$ cat src/rtl/fp_arb_pkg.sv
// Shared definitions for the fp_add_arbiter slice: FSM encoding, the default
// operand width and the round-robin pick function used by rr_arbiter.
package fp_arb_pkg;

  typedef enum logic [1:0] {
    IDLE = 2'd0,
    CALC = 2'd1,
    RESP = 2'd2
  } state_t;

  localparam int FP_XLEN  = 32;
  // Widest requester count the pick function has to cover.
  localparam int MAX_NREQ = 16;

  // One-hot grant for the first set valid bit, searching upward from ptr+1
  // and wrapping modulo nreq. Returns zero when nothing is valid.
  function automatic logic [MAX_NREQ-1:0] rr_pick(
    input logic [MAX_NREQ-1:0] valid,
    input logic [3:0]          ptr,
    input int                  nreq
  );
    logic [MAX_NREQ-1:0] grant;
    logic                found;
    logic [3:0]          idx;
    grant = '0;
    found = 1'b0;
    idx   = '0;
    for (int k = 1; k <= MAX_NREQ; k++) begin
      if (k <= nreq) begin
        idx = 4'((int'(ptr) + k) % nreq);
        if (!found && valid[idx]) begin
          grant[idx] = 1'b1;
          found      = 1'b1;
        end
      end
    end
    return grant;
  endfunction

endpackage

$ cat src/rtl/fp_add_arbiter_rr_arbiter.sv
// Round-robin arbiter: combinational one-hot pick from the last winner plus
// one, and a pointer that only moves when the caller signals a handshake.
module rr_arbiter
  import fp_arb_pkg::*;
#(
  parameter int NREQ = 4,
  parameter int IDW  = $clog2(NREQ)
) (
  input  logic            clk,
  input  logic            rst_n,
  input  logic [NREQ-1:0] i_valid,
  input  logic            i_update,
  output logic [NREQ-1:0] o_grant,
  output logic [IDW-1:0]  o_grant_id
);

  logic [IDW-1:0]      r_ptr;
  logic [MAX_NREQ-1:0] w_valid_pad;
  logic [MAX_NREQ-1:0] w_grant_pad;

  // Widen to the pick function's fixed width, pick, and encode the winner.
  always_comb begin
    w_valid_pad             = '0;
    w_valid_pad[NREQ-1:0]   = i_valid;
    w_grant_pad             = rr_pick(w_valid_pad, 4'(r_ptr), NREQ);
    o_grant                 = w_grant_pad[NREQ-1:0];
    o_grant_id              = '0;
    for (int i = 0; i < MAX_NREQ; i++) begin
      if (w_grant_pad[i]) begin
        o_grant_id = IDW'(i);
      end
    end
  end

  // Pointer starts at the last requester so requester 0 wins first.
  always_ff @(posedge clk or negedge rst_n) begin
    if (!rst_n) begin
      r_ptr <= IDW'(NREQ - 1);
    end else if (i_update) begin
      r_ptr <= o_grant_id;
    end
  end

endmodule

$ cat src/rtl/fp_adder.sv
// Combinational IEEE-754 single-precision adder (ports a/b/result).
// Aligns, adds/subtracts and normalises; the fraction is truncated rather than
// rounded. NaN inputs or inf-inf give the quiet NaN 0x7FC00000, infinities
// pass through, subnormals are handled with an effective exponent of 1.
module fp_adder (
  input  logic [31:0] a,
  input  logic [31:0] b,
  output logic [31:0] result
);

  logic        w_swap;
  logic        w_big_s, w_sml_s;
  logic [7:0]  w_ea_eff, w_eb_eff;
  logic [7:0]  w_big_e, w_sml_e, w_diff;
  logic [23:0] w_ma, w_mb, w_big_m, w_sml_m;
  logic [27:0] w_sml_ext, w_sum;
  logic [9:0]  w_exp;
  logic        w_a_nan, w_b_nan, w_a_inf, w_b_inf;

  // Align the smaller magnitude to the larger, combine, normalise and pack.
  always_comb begin
    w_a_nan  = (a[30:23] == 8'hFF) && (a[22:0] != 23'd0);
    w_b_nan  = (b[30:23] == 8'hFF) && (b[22:0] != 23'd0);
    w_a_inf  = (a[30:23] == 8'hFF) && (a[22:0] == 23'd0);
    w_b_inf  = (b[30:23] == 8'hFF) && (b[22:0] == 23'd0);
    w_ea_eff = (a[30:23] == 8'd0) ? 8'd1 : a[30:23];
    w_eb_eff = (b[30:23] == 8'd0) ? 8'd1 : b[30:23];
    w_ma     = {|a[30:23], a[22:0]};
    w_mb     = {|b[30:23], b[22:0]};
    w_swap   = {w_eb_eff, w_mb} > {w_ea_eff, w_ma};
    w_big_s  = w_swap ? b[31]    : a[31];
    w_sml_s  = w_swap ? a[31]    : b[31];
    w_big_e  = w_swap ? w_eb_eff : w_ea_eff;
    w_sml_e  = w_swap ? w_ea_eff : w_eb_eff;
    w_big_m  = w_swap ? w_mb     : w_ma;
    w_sml_m  = w_swap ? w_ma     : w_mb;
    w_diff   = w_big_e - w_sml_e;
    // Three extra low bits keep a little precision through the alignment.
    w_sml_ext = {1'b0, w_sml_m, 3'b000} >> w_diff;
    if (w_big_s == w_sml_s) begin
      w_sum = {1'b0, w_big_m, 3'b000} + w_sml_ext;
    end else begin
      w_sum = {1'b0, w_big_m, 3'b000} - w_sml_ext;
    end
    w_exp = {2'b00, w_big_e};
    if (w_sum[27]) begin
      w_sum = w_sum >> 1;
      w_exp = w_exp + 10'd1;
    end else begin
      // Shift left until the hidden bit is set, stopping at the subnormal floor.
      for (int i = 0; i < 26; i++) begin
        if (!w_sum[26] && (w_exp > 10'd1)) begin
          w_sum = w_sum << 1;
          w_exp = w_exp - 10'd1;
        end
      end
    end
    if (w_a_nan || w_b_nan || (w_a_inf && w_b_inf && (a[31] != b[31]))) begin
      result = 32'h7FC0_0000;
    end else if (w_a_inf) begin
      result = a;
    end else if (w_b_inf) begin
      result = b;
    end else if (w_sum == 28'd0) begin
      result = {a[31] & b[31], 31'd0};
    end else if (w_exp >= 10'd255) begin
      result = {w_big_s, 8'hFF, 23'd0};
    end else begin
      result = {w_big_s, (w_sum[26] ? w_exp[7:0] : 8'd0), w_sum[25:3]};
    end
  end

endmodule

$ cat src/rtl/fp_add_arbiter.sv
// fp_add_arbiter: shares one combinational fp_adder between NREQ requesters
// with round-robin arbitration and valid/ready request/response handshakes.
// Optional macro FP_ARB_SUB_EN adds req_sub: a granted requester with its bit
// set gets A-B (sign of B flipped ahead of the adder) instead of A+B.
module fp_add_arbiter
  import fp_arb_pkg::*;
#(
  parameter int XLEN = FP_XLEN,
  parameter int NREQ = 4,
  parameter int IDW  = $clog2(NREQ)
) (
  input  logic                 clk,
  input  logic                 rst_n,
  input  logic [NREQ-1:0]      req_valid,
  input  logic [NREQ*XLEN-1:0] req_a,
  input  logic [NREQ*XLEN-1:0] req_b,
`ifdef FP_ARB_SUB_EN
  input  logic [NREQ-1:0]      req_sub,
`endif
  output logic [NREQ-1:0]      req_ready,
  output logic                 rsp_valid,
  input  logic                 rsp_ready,
  output logic [IDW-1:0]       rsp_id,
  output logic [XLEN-1:0]      rsp_result,
  output logic                 busy
);

  state_t          r_state, w_state_next;
  logic [NREQ-1:0] w_grant;
  logic [IDW-1:0]  w_grant_id;
  logic            w_hs;
  logic [XLEN-1:0] w_a_slices [NREQ];
  logic [XLEN-1:0] w_b_slices [NREQ];
  logic [XLEN-1:0] r_op_a, r_op_b, w_add_b, w_sum;
  logic [IDW-1:0]  r_id;
  logic            r_rsp_valid;
  logic [IDW-1:0]  r_rsp_id;
  logic [XLEN-1:0] r_rsp_result;

  // Unpack the flat operand buses into per-requester words.
  for (genvar gi = 0; gi < NREQ; gi++) begin : g_slice
    assign w_a_slices[gi] = req_a[gi*XLEN +: XLEN];
    assign w_b_slices[gi] = req_b[gi*XLEN +: XLEN];
  end

  rr_arbiter #(
    .NREQ (NREQ),
    .IDW  (IDW)
  ) u_rr (
    .clk        (clk),
    .rst_n      (rst_n),
    .i_valid    (req_valid),
    .i_update   (w_hs),
    .o_grant    (w_grant),
    .o_grant_id (w_grant_id)
  );

  // A grant exists only while some req_valid is set, so it is the handshake.
  assign w_hs = (r_state == IDLE) && (|w_grant);

`ifdef FP_ARB_SUB_EN
  logic r_sub;
  assign w_add_b = {r_op_b[XLEN-1] ^ r_sub, r_op_b[XLEN-2:0]};
`else
  assign w_add_b = r_op_b;
`endif

  fp_adder u_add (
    .a      (r_op_a),
    .b      (w_add_b),
    .result (w_sum)
  );

  // State register.
  always_ff @(posedge clk or negedge rst_n) begin
    if (!rst_n) begin
      r_state <= IDLE;
    end else begin
      r_state <= w_state_next;
    end
  end

  // Next state, grant visibility and busy.
  always_comb begin
    w_state_next = r_state;
    req_ready    = '0;
    busy         = 1'b0;
    case (r_state)
      IDLE: begin
        req_ready = w_grant;
        if (w_hs) begin
          w_state_next = CALC;
        end
      end
      CALC: begin
        busy         = 1'b1;
        w_state_next = RESP;
      end
      RESP: begin
        busy = 1'b1;
        if (rsp_ready) begin
          w_state_next = IDLE;
        end
      end
      default: w_state_next = IDLE;
    endcase
  end

  // Operand capture on grant, result capture in CALC, response handshake in RESP.
  always_ff @(posedge clk or negedge rst_n) begin
    if (!rst_n) begin
      r_op_a       <= '0;
      r_op_b       <= '0;
      r_id         <= '0;
      r_rsp_valid  <= 1'b0;
      r_rsp_id     <= '0;
      r_rsp_result <= '0;
`ifdef FP_ARB_SUB_EN
      r_sub        <= 1'b0;
`endif
    end else begin
      if (w_hs) begin
        r_op_a <= w_a_slices[w_grant_id];
        r_op_b <= w_b_slices[w_grant_id];
        r_id   <= w_grant_id;
`ifdef FP_ARB_SUB_EN
        r_sub  <= req_sub[w_grant_id];
`endif
      end
      if (r_state == CALC) begin
        r_rsp_result <= w_sum;
        r_rsp_id     <= r_id;
        r_rsp_valid  <= 1'b1;
      end else if ((r_state == RESP) && rsp_ready) begin
        r_rsp_valid  <= 1'b0;
      end
    end
  end

  assign rsp_valid  = r_rsp_valid;
  assign rsp_id     = r_rsp_id;
  assign rsp_result = r_rsp_result;

endmodule

$ cat config.mk
export PLATFORM = sky130hd
export DESIGN_NAME = fp_add_arbiter
export DESIGN_NICKNAME = d
export VERILOG_FILES = /design/src/rtl/fp_arb_pkg.sv /design/src/rtl/fp_add_arbiter_rr_arbiter.sv /design/src/rtl/fp_adder.sv /design/src/rtl/fp_add_arbiter.sv
export SDC_FILE = /design/constraint.sdc
export NUM_CORES = 1
export LEC_CHECK = 0
export ABC_AREA = 1
export CAP_MARGIN = 20
export CORE_ASPECT_RATIO = 1.4
export CORE_UTILIZATION = 45
export DETAILED_ROUTE_END_ITERATION = 8
export GPL_TIMING_DRIVEN = 1
export HOLD_SLACK_MARGIN = 0.08
export MAX_ROUTING_LAYER = met4
export SYNTH_ARGS = -nofsm -noshare
export SYNTH_HDL_FRONTEND = slang
export SYNTH_SLANG_ARGS = --single-unit
$ cat constraint.sdc
create_clock -name clk -period 56.1 [get_ports clk]
set_clock_uncertainty 0.05 [all_clocks]
set_input_delay 14.025 -clock clk [delete_from_list [all_inputs] [get_ports clk]]
set_output_delay 14.025 -clock clk [all_outputs]
set_load 0.02 [all_outputs]
==> results of run 1 <==
==> final cells by class <==
type / count / area (um2)
Antenna cell: 1 / 2.50
Clock buffer: 9 / 225
Clock inverter: 7 / 81.3
Fill cell: 9241 / 41800
Inverter: 1034 / 3960
Multi-Input combinational cell: 5319 / 28300
Sequential cell: 105 / 2630
Tap cell: 1071 / 1340
Timing Repair Buffer: 333 / 3250
==> critical path, delay by kind of cell, from the launching register on <==
| kind | cells | cell delay (ns) |
|---|---|---|
| and+or+nand+nor | 192 | 31.13 |
| AOI/OAI and AO/OA | 18 | 3.89 |
| adders and majority gates | 27 | 7.77 |
| buffers and inverters | 21 | 3.35 |
| DFF | 1 | 0.40 |
| xor gates and xnor gates | 2 | 0.54 |
==> cells in the final DEF, fill, tap and decap left out, types with 33 or more instances in the layout <==
master / netlist / final
sky130_fd_sc_hd__a31oi_1: 33 / 33
sky130_fd_sc_hd__nor2_2: 66 / 66
sky130_fd_sc_hd__nor2_1: 753 / 751
sky130_fd_sc_hd__nand4_1: 150 / 150
sky130_fd_sc_hd__inv_1: 906 / 905
sky130_fd_sc_hd__nand2_2: 306 / 305
sky130_fd_sc_hd__nand3_1: 441 / 441
sky130_fd_sc_hd__inv_2: 87 / 87
sky130_fd_sc_hd__nand2_4: 157 / 158
sky130_fd_sc_hd__o21ai_0: 661 / 659
sky130_fd_sc_hd__nand2_1: 1715 / 1715
sky130_fd_sc_hd__o22ai_1: 60 / 60
sky130_fd_sc_hd__a21oi_1: 318 / 317
sky130_fd_sc_hd__or2_2: 39 / 39
sky130_fd_sc_hd__nand3_2: 44 / 44
sky130_fd_sc_hd__ha_1: 146 / 146
sky130_fd_sc_hd__clkdlybuf4s50_1: 0 / 301
sky130_fd_sc_hd__dfrtp_1: 103 / 103
sky130_fd_sc_hd__nor2_4: 49 / 51
sky130_fd_sc_hd__xor2_1: 59 / 59
sky130_fd_sc_hd__o21ai_1: 42 / 44
==> flip-flops by register name (all words and copies together) (netlist names) <==
register    cells
r_op_b         32
rsp_id          2
rsp_result     32
r_state         2
r_id            2
u_rr.r_ptr      2
r_op_a         32
rsp_valid       1
==> metal layers <==
metal | GRT usage | part of all wire | vias up
li1 | - | - | 21600
met4 | 0.248 | 0.089 | 0
met5 | - | 0 | -
met3 | 0.0237 | 0.029 | 400
met1 | 0.297 | 0.36 | 18500
met2 | 0.605 | 0.52 | 1070
==> Yosys cell counts (22+ instances only) <==
cell | count | share of area
sky130_fd_sc_hd__nand2_1 | 1715 | 0.17
sky130_fd_sc_hd__inv_1 | 906 | 0.092
sky130_fd_sc_hd__nor2_1 | 753 | 0.076
sky130_fd_sc_hd__o21ai_0 | 661 | 0.089
sky130_fd_sc_hd__nand3_1 | 441 | 0.060
sky130_fd_sc_hd__a21oi_1 | 318 | 0.043
sky130_fd_sc_hd__nand2_2 | 306 | 0.052
sky130_fd_sc_hd__nand2_4 | 157 | 0.048
sky130_fd_sc_hd__nand4_1 | 150 | 0.025
sky130_fd_sc_hd__clkbuf_1 | 148 | 0.015
sky130_fd_sc_hd__ha_1 | 146 | 0.049
sky130_fd_sc_hd__dfrtp_1 | 103 | 0.070
sky130_fd_sc_hd__inv_2 | 87 | 0.0088
sky130_fd_sc_hd__nor2_2 | 66 | 0.011
sky130_fd_sc_hd__o22ai_1 | 60 | 0.010
sky130_fd_sc_hd__xor2_1 | 59 | 0.014
sky130_fd_sc_hd__buf_6 | 51 | 0.016
sky130_fd_sc_hd__nor2_4 | 49 | 0.015
sky130_fd_sc_hd__nand3_2 | 44 | 0.012
sky130_fd_sc_hd__o21ai_1 | 42 | 0.0057
sky130_fd_sc_hd__or2_2 | 39 | 0.0066
sky130_fd_sc_hd__a31oi_1 | 33 | 0.0056
sky130_fd_sc_hd__nor3_1 | 31 | 0.0042
sky130_fd_sc_hd__nand3b_1 | 29 | 0.0059
sky130_fd_sc_hd__xnor2_1 | 29 | 0.0069
sky130_fd_sc_hd__buf_8 | 22 | 0.0089
==> cells by family (layout without fill, tap and decap cells) <==
family	count (synthesis)	in the layout
AND/OR/NAND/NOR	3829	3829
AO/OA/AOI/OAI	1251	1251
multiplexers	2	2
XOR/XNOR	90	90
flip-flops	105	105
adder cells (fa/ha/maj)	147	147
buffers and inverters	1327	1383
other	0	1
==> worst min-delay path by stage <==
stage | slack, ns | startpoint | end | cells after the start
after floorplan | 0.39 | r_id[0] | r_id[0] | 2
after global routing | 0.46 | rsp_valid | rsp_valid | 2
after global placement | 0.41 | rsp_valid | rsp_valid | 2
final | 0.42 | r_id[0] | rsp_id[0] | 2
after detailed placement | 0.41 | rsp_valid | rsp_valid | 2
after CTS | 0.43 | rsp_valid | rsp_valid | 2
==> through the flow <==
step / utilization / area (um2) / std cells
2_1_floorplan: - / 37000 / 6751
3_3_place_gp: 0.484 / 39500 / 7861
3_5_place_dp: 0.484 / 39500 / 7861
4_1_cts: 0.488 / 39800 / 7877
5_1_grt: 0.488 / 39800 / 7879
6_report: 0.488 / 39800 / 7879
==> reports/results.txt, run 1 <==
The synthesized design contains 105 register bits. Xor and xnor fraction of the mapped netlist area: 0.0217. The final cycle utilization of the critical path was 0.847. After synthesis, the netlist uses 87 different library cells. The routability congestion estimate was 1.01; the number of clock buffers inserted by TritonCTS was 9.

The first global-routing pass estimated 209000 um of wire. TritonCTS built the clock tree. The synthesized design contains 0 enable-type register cells.

The leftover overflow at the end of global routing is 0, and the number of buffer cells added on primary ports is 302. The via count of the first global-routing pass was 40.1k; the I/O pin count was 303. Along the worst path, the maximum fanout reaches 61.

The number of max-slew violations in the final report is 0, and the cell area after synthesis is 0.0370 mm2. The horizontal die dimension was 244 um; the endpoint required time on the critical path was 56.30 ns. The clock period minus final worst setup slack was 47.50 ns; the number of levels in the clock H-tree was 3.

The average instance in the mapped netlist occupies 5.48 um2. Total count of hold-check failures in the final report: 0. In this run the critical register-to-register path is captured at rsp_result[22]. The initial cell density of the core was 0.453. The worst setup path is captured at a flip-flop. Buffers added to address setup during post-CTS repair amount to 0.

The number of nets in the layout was 7212; the clock sink count was 105. The simple-gate share of the synthesized area is 0.505. The critical path ends at rsp_result[22].

Timing would allow up to 0.0211 GHz. After detailed routing, the number of remaining DRC violations is 0. On the final layout, the worst hold slack is 0.418 ns. The insertion delay of the later-clocked pin in the worst-skew pair was 0.40 ns. The routed length per placed instance was 16.9 um; the total number of vias was 41.6k. The floorplan has 124 rows.

The relative max-transition margin is 0.221, and the share of flip-flops with an asynchronous set or reset after synthesis is 1.00. Portion of the post-synthesis area used by sequential elements: 0.0711. Synthesized net count: 7161. The worst stage delay on the critical path is 0.88 ns. Data arrival time at the worst-slack endpoint: 47.70 ns. Buffers inserted to repair hold after CTS numbered 0.

Max-cap violations in this run came to 0. The run finished with clean final reports. The die height came out at 341 um. After layout, the worst setup slack is 8.60 ns.

Entering global routing, the biggest net connects 105 pins. Synthesized-area fraction occupied by ao, oa, aoi and oai cells: 0.188. In this run the critical register-to-register path is launched from r_op_a[27].

The run gives 133000 um as the post-detailed-routing wire length. The fraction of final layout cells with drive strength greater than 1 came out at 0.134. The primary flip-flop cell chosen by synthesis mapping is sky130_fd_sc_hd__dfrtp_1.

The instance count of the mapped netlist was 6751. The cell at the root of the clock tree was sky130_fd_sc_hd__clkbuf_16. The path depth of the worst reg2reg path is 260, and the number of gates resized after CTS is 0. Among all stages on the critical path, the largest delay is contributed by sky130_fd_sc_hd__ha_1. The count of nets left with antenna violations once routing finished came out at 0. The minimum setup slack after placement was 8.74 ns; the synthesis warning total was 0. The initial antenna violation count was 1. The maximum number of buffers from clock root to sink is 2. The final-layout setup total negative slack was 0 ns.

At the pin with the least slew margin, the transition time is 1.15 ns. Area share of fa/ha/maj cells after synthesis: 0.0499. The HPWL after detailed placement is 112000 um.

After clock tree synthesis, the clock-pin slew on the worst setup and hold paths is 0.09 ns. Before antenna repair, the detailed router went through 6 iterations. The path type of the worst setup path is flip-flop to flip-flop. The path class of the tightest hold or removal check is flip-flop to flip-flop. DRC violation total after the first TritonRoute iteration: 1983.

The post-synthesis mux area share was 0.000541; the vias per cell was 5.28. STA classifies the critical path startpoint as a flip-flop. The floorplan step defined a die boundary enclosing 0.0834 mm2.

After synthesis, the largest family of logic cells by area is simple AND/OR/NAND/NOR gates. The overall fraction of global-route tracks in use is 0.320. The region available for standard cell placement spans 0.0816 mm2.

Setup repair after global routing left no endpoint under its margin. The area added between synthesis and finish was 7.63%. The worst-case register-to-register setup slack is 8.60 ns, and the number of setup violations in the final report is 0.

The timing startpoint of the critical path is r_op_a[27].
Power of run 1 is not shown: default switching activity piles up to over one toggle a cycle in this logic, so the estimate is an artifact.
==> run 2: changes to the inputs <==
clock period = 45.1 ns   (was 56.1 ns; I/O delays follow)
==> run 2 against run 1 <==
Compared with the run above: fmax increased by 15%; critical path depth grew 1; wire length grew 0.92%; worst setup slack lost 5.0 ns; via count increased by 0.35%; worst hold slack improved by 0.0040 ns; final area rose by 1.2%; sequential cell count did not move; global-route usage barely moved; first-iteration DRC count is 3.9% higher; sequential share of layout area down 0.076 points; highest routed layer unchanged.
==> reports/results.txt, run 2 (same netlist as run 1, synthesis figures left out) <==
The run finished with clean final reports. The cell sitting at the root of the clock tree is a sky130_fd_sc_hd__clkbuf_16. The highest achievable clock rate came out at 0.0241 GHz (+15%). The area growth from synthesis to layout is 8.88%. The relative max-transition margin is 0.242 (+0.0213), and the horizontal die dimension is 244 um (unchanged). Antenna violation net count after detailed routing: 0 (unchanged).

The path type of the worst setup path was flip-flop to flip-flop. The worst hold path class is flip-flop to flip-flop. The vias per cell is 5.27 (-0.13%), and the placement row count is 124 (unchanged). The initial cell density of the core is 0.453 (unchanged), and the fraction of final layout cells with drive strength greater than 1 is 0.139 (+0.00498). The core outline area is 0.0816 mm2 (unchanged), and the largest fanout on the critical path is 61 (unchanged).

The tools report the global-route wire length before repair as 208000 um (about the same). The number of buffer cells added on primary ports was 302 (unchanged). The via count of the first global-routing pass is 40.0k (-0.20%).

The number of nets in the layout was 7249 (+0.51%). The total count of hold-check failures in the final report was 0 (unchanged); the full die area was 0.0834 mm2 (unchanged). The clock period minus final worst setup slack works out to 41.47 ns (-6.03 ns). The type of origin of the critical path was a flip-flop. Clock-pin slew on the worst setup and hold paths: 0.09 ns (about the same). The top cell types in the final layout, fill and taps aside, are 1715 x sky130_fd_sc_hd__nand2_1, 905 x sky130_fd_sc_hd__inv_1, 751 x sky130_fd_sc_hd__nor2_1. By instance count, the cell type seen most on the critical path is sky130_fd_sc_hd__nand2_2. The run gives 0 (unchanged) as the number of max-slew violations in the final report. The logs give 41.7k (+0.35%) for the total number of vias and 0.40 ns (about the same) for the insertion delay of the later-clocked pin in the worst-skew pair. The final cycle utilization of the critical path came out at 0.920 (+0.0729). The tools report the layout filler cell count as 9207 (-0.37%). Data arrival time at the worst-slack endpoint: 41.75 ns (-5.95 ns).

The commonest non-fill, non-tap cell in the layout is sky130_fd_sc_hd__nand2_1. The largest net degree at the start of global routing was 103 (-1.9%). The post-detailed-routing wire length came out at 134000 um (+0.92%). The count of max-cap constraint violations was 0 (unchanged).

The number of optimization iterations in the first detailed-route pass is 7 (+1), and the routability congestion estimate is 1.04 (+3.9%). The I/O pin count is 303 (unchanged), and the initial antenna violation count is 2 (+1). The leftover overflow at the end of global routing is 0 (unchanged). The overall fraction of global-route tracks in use is 0.321 (about the same), and the post-route DRC violation count is 0 (unchanged). The die height is 341 um (unchanged), and the number of clock buffers inserted by TritonCTS is 9 (unchanged). The number of setup violations in the final report was 0 (unchanged).

The worst stage delay on the critical path is 0.47 ns (-0.41 ns), and the DRC violation total after the first TritonRoute iteration is 2060 (+3.9%). The half-perimeter wire length after placement came out at 113000 um (+0.82%). For the hold slack, the log shows 0.422 ns (+0.00398 ns).

The routed length per placed instance works out to 16.9 um (+0.44%). The tools report the endpoint class of the critical path as a flip-flop. Slowest cell on the critical path: sky130_fd_sc_hd__ha_4. The endpoint required time on the critical path was 45.38 ns (-10.92 ns); the clock sink count was 105 (unchanged). TritonCTS built the clock tree. The worst-margin pin slew is 1.11 ns (-0.0456 ns), and the maximum number of buffers from clock root to sink is 2 (unchanged).

Number of levels in the clock H-tree: 3 (unchanged).
-- run 2: cell count changes in the layout (fill, tap and decap cells not counted), moves of 3 or more --
cell and change:
sky130_fd_sc_hd__buf_4 +29, sky130_fd_sc_hd__nand2_8 +12, sky130_fd_sc_hd__buf_6 +3, sky130_fd_sc_hd__nand2_4 -6
-- run 2: metrics by stage --
step                worst slack [ns]  cell area, um2  cells  utilization  setup TNS (ns)
global placement                2.45           39700   7891        0.487               0
global route                -0.00772           40300   7917        0.494         -0.0109
detailed placement              1.53           39700   7892        0.487               0
floorplan                       9.40           37000   6751            -               0
CTS                             1.50           40100   7908        0.491               0
finish                          3.63           40300   7917        0.494               0
-- run 2: cell type report --
cell class / count / area, um2 / area share
multi-input combinational: 5323 / 28500 / 0.708
inverter: 1034 / 3960 / 0.0983
timing repair buffer: 366 / 3520 / 0.0873
sequential: 105 / 2630 / 0.0653
tap: 1071 / 1340 / 0.0333
clock buffer: 9 / 225 / 0.00559
clock inverter: 7 / 91.3 / 0.00227
antenna: 2 / 5.00 / 0.000124
-- run 2: repair_timing --
action / CTS / global route
gates resized for setup: 0 / 21
setup endpoints to repair: 0 / 32
hold buffers: 0 / 0
buffers inserted: 0 / 2
-- run 2: critical path, delay by kind of cell (launching register included) --
family          cells  cell delay, ns
compound gates     19            3.50
xor+xnor            1            0.27
fa+ha+maj          28            7.44
buf+inv            21            2.24
flops               1            0.41
simple gates      192           27.24
-- run 2: path summary, 6_finish.rpt --
path | start | end | slack, ns | cells after the start
max in group asynchronous | rst_n | r_op_b[31] | 32.93 | 2
hold / removal | r_id[0] | r_id[0] | 0.42 | 2
hold reg to reg | r_id[0] | r_id[0] | 0.42 | 2
setup / recovery | r_op_a[27] | rsp_result[22] | 3.63 | 261
min in group asynchronous | rst_n | r_op_b[26] | 10.79 | 1
setup reg to reg | r_op_a[27] | rsp_result[22] | 3.63 | 261
-- run 2: layer usage --
metal,routed length (um),track usage
met4,11900,0.254
met5,0,-
met3,3740,0.0225
met2,70000,0.603
met1,48300,0.298
Power of run 2 is left out for the same reason.
==> run 3: changes to the inputs <==
ABC_CLOCK_PERIOD_IN_PS = 45100   (was not set)
==> results of run 3 <==
Same layout as run 2: the final DEF is identical, and so are final timing and power.
Power of run 3 is left out for the same reason.
